--- config.mk ---
export PLATFORM = sky130hd
export DESIGN_NAME = anf_fl_tex_etc2_fetch_ctrl
export DESIGN_NICKNAME = d
export VERILOG_FILES = /design/src/rtl/anf_fl_tex_etc2_fetch_ctrl.sv
export SDC_FILE = /design/constraint.sdc
export NUM_CORES = 1
export LEC_CHECK = 0
export ABC_CLOCK_PERIOD_IN_PS = 2700
export CORE_UTILIZATION = 35
export CTS_BUF_LIST = sky130_fd_sc_hd__clkbuf_16
export CTS_CLUSTER_DIAMETER = 40
export DETAILED_ROUTE_END_ITERATION = 8
export SLEW_MARGIN = 20
export SYNTH_ARGS = -nofsm -noshare
export SYNTH_HDL_FRONTEND = slang
export SYNTH_SLANG_ARGS = --single-unit
--- constraint.sdc ---
create_clock -name clk -period 2.7 [get_ports clk]
set_input_delay 0.54 -clock clk [delete_from_list [all_inputs] [get_ports clk]]
set_output_delay 0.54 -clock clk [all_outputs]
set_load 0.005 [all_outputs]
--- src/rtl/anf_fl_tex_etc2_fetch_ctrl.sv ---
// ETC2 texel fetch sequencer: one-entry tagged block buffer, miss fill from memory, registered decode/response.
// Optional hit/miss perf counters enabled by defining TEX_FETCH_PERF_CNT_EN.
module anf_fl_tex_etc2_fetch_ctrl #(
  parameter int unsigned BLK_W = 28,
  parameter int unsigned ID_W  = 4
`ifdef TEX_FETCH_PERF_CNT_EN
  ,
  parameter int unsigned CNT_W = 32
`endif
) (
  input  logic             clk,
  input  logic             rst_n,
  input  logic             req_valid,
  output logic             req_ready,
  input  logic [BLK_W-1:0] req_blk,
  input  logic [1:0]       req_x,
  input  logic [1:0]       req_y,
  input  logic [4:0]       req_format,
  input  logic [ID_W-1:0]  req_id,
  input  logic             inv,
  output logic             mem_req_valid,
  input  logic             mem_req_ready,
  output logic [BLK_W-1:0] mem_req_blk,
  input  logic             mem_rsp_valid,
  input  logic [127:0]     mem_rsp_data,
  output logic [127:0]     dec_data,
  output logic [4:0]       dec_format,
  output logic [1:0]       dec_x,
  output logic [1:0]       dec_y,
  input  logic [7:0]       dec_r,
  input  logic [7:0]       dec_g,
  input  logic [7:0]       dec_b,
  input  logic [7:0]       dec_a,
  output logic             rsp_valid,
  input  logic             rsp_ready,
  output logic [31:0]      rsp_rgba,
  output logic [ID_W-1:0]  rsp_id
`ifdef TEX_FETCH_PERF_CNT_EN
  ,
  input  logic             cnt_clr,
  output logic [CNT_W-1:0] hit_cnt,
  output logic [CNT_W-1:0] miss_cnt
`endif
);

  typedef enum logic [2:0] {
    S_IDLE,
    S_MISS_REQ,
    S_MISS_WAIT,
    S_DECODE,
    S_RESP
  } state_e;

  state_e           state_q, state_d;
  logic             tag_valid_q, tag_valid_d;
  logic [BLK_W-1:0] tag_q, tag_d;
  logic [127:0]     buf_q, buf_d;
  logic [ID_W-1:0]  id_q, id_d;

  logic             req_ready_q, req_ready_d;
  logic             mem_req_valid_q, mem_req_valid_d;
  logic [BLK_W-1:0] mem_req_blk_q, mem_req_blk_d;
  logic [127:0]     dec_data_q, dec_data_d;
  logic [4:0]       dec_format_q, dec_format_d;
  logic [1:0]       dec_x_q, dec_x_d;
  logic [1:0]       dec_y_q, dec_y_d;
  logic             rsp_valid_q, rsp_valid_d;
  logic [31:0]      rsp_rgba_q, rsp_rgba_d;
  logic [ID_W-1:0]  rsp_id_q, rsp_id_d;

  logic             accept;
  logic             hit;

  assign accept = (state_q == S_IDLE) && req_valid;
  // Uses the registered tag_valid, so an inv in the accept cycle does not affect this lookup.
  assign hit    = tag_valid_q && (tag_q == req_blk);

`ifdef TEX_FETCH_PERF_CNT_EN
  logic [CNT_W-1:0] hit_cnt_q, hit_cnt_d;
  logic [CNT_W-1:0] miss_cnt_q, miss_cnt_d;

  always_comb begin
    hit_cnt_d  = hit_cnt_q;
    miss_cnt_d = miss_cnt_q;
    if (cnt_clr) begin
      hit_cnt_d  = '0;
      miss_cnt_d = '0;
    end else if (accept) begin
      if (hit) begin
        if (hit_cnt_q != '1) hit_cnt_d = hit_cnt_q + 1'b1;
      end else begin
        if (miss_cnt_q != '1) miss_cnt_d = miss_cnt_q + 1'b1;
      end
    end
  end

  always_ff @(posedge clk or negedge rst_n) begin
    if (!rst_n) begin
      hit_cnt_q  <= '0;
      miss_cnt_q <= '0;
    end else begin
      hit_cnt_q  <= hit_cnt_d;
      miss_cnt_q <= miss_cnt_d;
    end
  end

  assign hit_cnt  = hit_cnt_q;
  assign miss_cnt = miss_cnt_q;
`endif

  always_comb begin
    state_d         = state_q;
    tag_valid_d     = tag_valid_q;
    tag_d           = tag_q;
    buf_d           = buf_q;
    id_d            = id_q;
    req_ready_d     = req_ready_q;
    mem_req_valid_d = mem_req_valid_q;
    mem_req_blk_d   = mem_req_blk_q;
    dec_data_d      = dec_data_q;
    dec_format_d    = dec_format_q;
    dec_x_d         = dec_x_q;
    dec_y_d         = dec_y_q;
    rsp_valid_d     = rsp_valid_q;
    rsp_rgba_d      = rsp_rgba_q;
    rsp_id_d        = rsp_id_q;

    unique case (state_q)
      S_IDLE: begin
        if (req_valid) begin
          // mem_req_blk doubles as the latched block index for the whole transaction.
          mem_req_blk_d = req_blk;
          dec_x_d       = req_x;
          dec_y_d       = req_y;
          dec_format_d  = req_format;
          id_d          = req_id;
          req_ready_d   = 1'b0;
          if (hit) begin
            dec_data_d = buf_q;
            state_d    = S_DECODE;
          end else begin
            mem_req_valid_d = 1'b1;
            state_d         = S_MISS_REQ;
          end
        end
      end
      S_MISS_REQ: begin
        if (mem_req_ready) begin
          mem_req_valid_d = 1'b0;
          state_d         = S_MISS_WAIT;
        end
      end
      S_MISS_WAIT: begin
        if (mem_rsp_valid) begin
          buf_d       = mem_rsp_data;
          dec_data_d  = mem_rsp_data;
          tag_d       = mem_req_blk_q;
          tag_valid_d = 1'b1;
          state_d     = S_DECODE;
        end
      end
      S_DECODE: begin
        rsp_rgba_d  = {dec_r, dec_g, dec_b, dec_a};
        rsp_id_d    = id_q;
        rsp_valid_d = 1'b1;
        state_d     = S_RESP;
      end
      S_RESP: begin
        if (rsp_ready) begin
          rsp_valid_d = 1'b0;
          req_ready_d = 1'b1;
          state_d     = S_IDLE;
        end
      end
      default: begin
        state_d         = S_IDLE;
        req_ready_d     = 1'b1;
        mem_req_valid_d = 1'b0;
        rsp_valid_d     = 1'b0;
      end
    endcase

    // Invalidate overrides a coincident fill; the filled data still serves the pending request.
    if (inv) tag_valid_d = 1'b0;
  end

  always_ff @(posedge clk or negedge rst_n) begin
    if (!rst_n) begin
      state_q         <= S_IDLE;
      tag_valid_q     <= 1'b0;
      tag_q           <= '0;
      buf_q           <= '0;
      id_q            <= '0;
      req_ready_q     <= 1'b1;
      mem_req_valid_q <= 1'b0;
      mem_req_blk_q   <= '0;
      dec_data_q      <= '0;
      dec_format_q    <= '0;
      dec_x_q         <= '0;
      dec_y_q         <= '0;
      rsp_valid_q     <= 1'b0;
      rsp_rgba_q      <= '0;
      rsp_id_q        <= '0;
    end else begin
      state_q         <= state_d;
      tag_valid_q     <= tag_valid_d;
      tag_q           <= tag_d;
      buf_q           <= buf_d;
      id_q            <= id_d;
      req_ready_q     <= req_ready_d;
      mem_req_valid_q <= mem_req_valid_d;
      mem_req_blk_q   <= mem_req_blk_d;
      dec_data_q      <= dec_data_d;
      dec_format_q    <= dec_format_d;
      dec_x_q         <= dec_x_d;
      dec_y_q         <= dec_y_d;
      rsp_valid_q     <= rsp_valid_d;
      rsp_rgba_q      <= rsp_rgba_d;
      rsp_id_q        <= rsp_id_d;
    end
  end

  assign req_ready     = req_ready_q;
  assign mem_req_valid = mem_req_valid_q;
  assign mem_req_blk   = mem_req_blk_q;
  assign dec_data      = dec_data_q;
  assign dec_format    = dec_format_q;
  assign dec_x         = dec_x_q;
  assign dec_y         = dec_y_q;
  assign rsp_valid     = rsp_valid_q;
  assign rsp_rgba      = rsp_rgba_q;
  assign rsp_id        = rsp_id_q;

endmodule

==> flow_summary.json <==
{
  "track_usage_pct": 17.7,
  "finClkSkew_ns": 0.0253,
  "drive_gt1_share_pct": 36.1,
  "max_freq_ghz": 0.409,
  "numPortBuffers": 411,
  "ys_top_cells_by_area": "dfrtp_1 57%, mux2_2 20%, mux2_4 9.3%, mux2_1 7.1%, buf_12 1.4%",
  "cts_root_buf": "clkbuf_16",
  "synth_edf_count": 0,
  "power_mw": 29.6,
  "hold_viol": 0,
  "grt_pass1_wl_um": 64600,
  "mostFrequentLayoutCells": "410 x clkdlybuf4s50_1, 367 x dfrtp_1, 284 x mux2_2",
  "ys_ff_latch": 368,
  "synth-seq-area-share_pct": 56.9,
  "worst_hold_slack_ns": 0.452,
  "status": "finished, final reports clean",
  "place_hpwl_um": 29100,
  "area_growth_pct": 44.7,
  "hold_path.class": "in2async",
  "syn_nets": 1230,
  "regToRegStartpoint": "tag_q[8]",
  "start_util_pct": 35.6,
  "dpl_cell_area_mm2": 0.0214,
  "endpoint_kind": "flip-flop",
  "routed_via_density": 4.68,
  "rows": 78,
  "cts_buffers": 60,
  "powerDensity_mw_per_mm2": 1260,
  "worstSetupStartpointType": "input port",
  "setup.worst_path.start": "req_blk[14]",
  "grt_pass1_vias": 10900,
  "tns_ns": 0,
  "critPathMaxFanout": 17,
  "coreArea_mm2": 0.0455,
  "firstDrtPassIters": 4,
  "mostFrequentLayoutCell": "clkdlybuf4s50_1",
  "rsz0062_at_grt": "no",
  "wl_per_cell_um": 19.2,
  "htree_levels": 2,
  "setup_ws_ns": 0.254,
  "routed_wl_um": 41400,
  "fin_util_pct": 51.5,
  "min_period_over_period_pct": 90.6,
  "ys_warn_count": 0,
  "numClockSinks": 368,
  "peakVddDrop_v": 0.000672,
  "grt_max_degree": 78,
  "die_h_um": 217,
  "critical_path_class": "in2reg",
  "vias": 10100,
  "finalMaxSlewViolations": 0,
  "syn_inst": 1022,
  "drtIter0Drc": 383,
  "drv_cap": 0,
  "clkSlewWorstSetupHoldPaths_ns": 0.05,
  "tightest_slew_ns": 0.629,
  "dp.cells": 2045,
  "fp.dieW_um": 217,
  "stdcell_count": 2161,
  "dieArea_mm2": 0.0471,
  "clk_latency_ns": 0.61,
  "syn_area_mm2": 0.0162,
  "min_period_ns": 2.45,
  "grt_antenna_before_repair": 4,
  "postSynthAreaPerCell_um2": 15.9,
  "synthArstFlopShare_pct": 100,
  "leakage_nw": 9.89,
  "fin_area_mm2": 0.0234,
  "io_pins": 412,
  "synth_cell_types": 35,
  "dpl_worst_slack_ns": -0.341,
  "drc": 0,
  "ant_nets": 0,
  "cts_resized": 0,
  "final_net_count": 1716,
  "gr-total-overflow": 0,
  "required_ns": 3.17,
  "synthFlopType": "dfrtp_1",
  "critPathArrivalTime_ns": 2.92,
  "max-clock-path-buffers": 3,
  "yosysTopAreaCell": "dfrtp_1",
  "postCtsSetupRepairBufs": 0,
  "place.gp.congestion": 0.773,
  "setup_viol": 0,
  "cts_tree": "done",
  "netlist.area_leader.share_pct": 56.7,
  "relSlewSlack_pct": 57.7
}
## metal layers
| layer | wire, um | GRT usage (%) |
|---|---|---|
| met1 | 17800 | 22.7 |
| met3 | 3890 | 7.17 |
| met2 | 18800 | 27.1 |
| met5 | 47 | 0 |
| met4 | 882 | 5.70 |
## cells in the mapped netlist, drive strengths merged, types with 3 or more instances
cell / n
mux2: 486
dfrtp: 367
buf: 44
xor2: 20
nor2b: 16
clkbuf: 13
nor2: 11
nand2: 9
nor3: 9
nor4: 9
inv: 8
o21ai: 5
a2111oi: 4
a21oi: 3
nand3: 3
nand4: 3
## layout make-up
type,instances,area (um2)
Sequential cell,368,9210
Multi-Input combinational cell,589,6520
Fill cell,3914,22000
Clock buffer,60,1500
Timing Repair Buffer,481,4900
Clock inverter,54,524
Antenna cell,1,2.50
Tap cell,600,751
Inverter,8,30.0
## worst paths after layout
kind                                     end  slack (ns)  depth (start not counted)
worst max register to register    state_q[1]        0.26                          8
min in group clk                  buf_q[107]        0.48                          1
worst min-delay path            dec_data[93]        0.45                          2
worst max-delay path             dec_data[4]        0.25                          9
worst min register to register    buf_q[107]        0.48                          1
max in group asynchronous          buf_q[81]        1.39                          4
## state kept, by name, indices dropped and copies added, names as in the netlist, 4 cells and up
signal	cells
rsp_id	4
id_q	4
dec_format	5
mem_req_blk	28
rsp_rgba	32
dec_data	128
buf_q	128
tag_q	28
## cell families (layout without fill, tap and decap cells)
group                  Yosys count  count (layout)  share of synthesized area, %
XOR/XNOR                        20              20                          1.08
buffers and inverters           65             603                          2.99
multiplexers                   487             487                          36.2
other                            0               1                             0
AO/OA/AOI/OAI                   16              16                         0.657
AND/OR/NAND/NOR                 66              66                          2.26
flip-flops                     368             368                          56.9
## power by group
part | internal (mW) | switching [mW]
Clock | 4.71 | 2.91
Sequential | 8.40 | 1.64
Combinational | 7.97 | 4.01
## what timing repair did
| action | in CTS | in global routing |
|---|---|---|
| endpoints found under the setup margin | 0 | 0 |
| hold buffers | 1 | 0 |
| hold endpoints to repair | 44 | 0 |
## critical path: stages
cell and delay, ns:
clkdlybuf4s50_1 0.45, xor2_1 0.20, nor4_1 0.34, nand4_1 0.23, nor4_2 0.25, or2_4 0.24, buf_12 0.20, buf_4 0.15
mux2_1 0.32
Note: power is estimated with default switching activity, not from simulation.
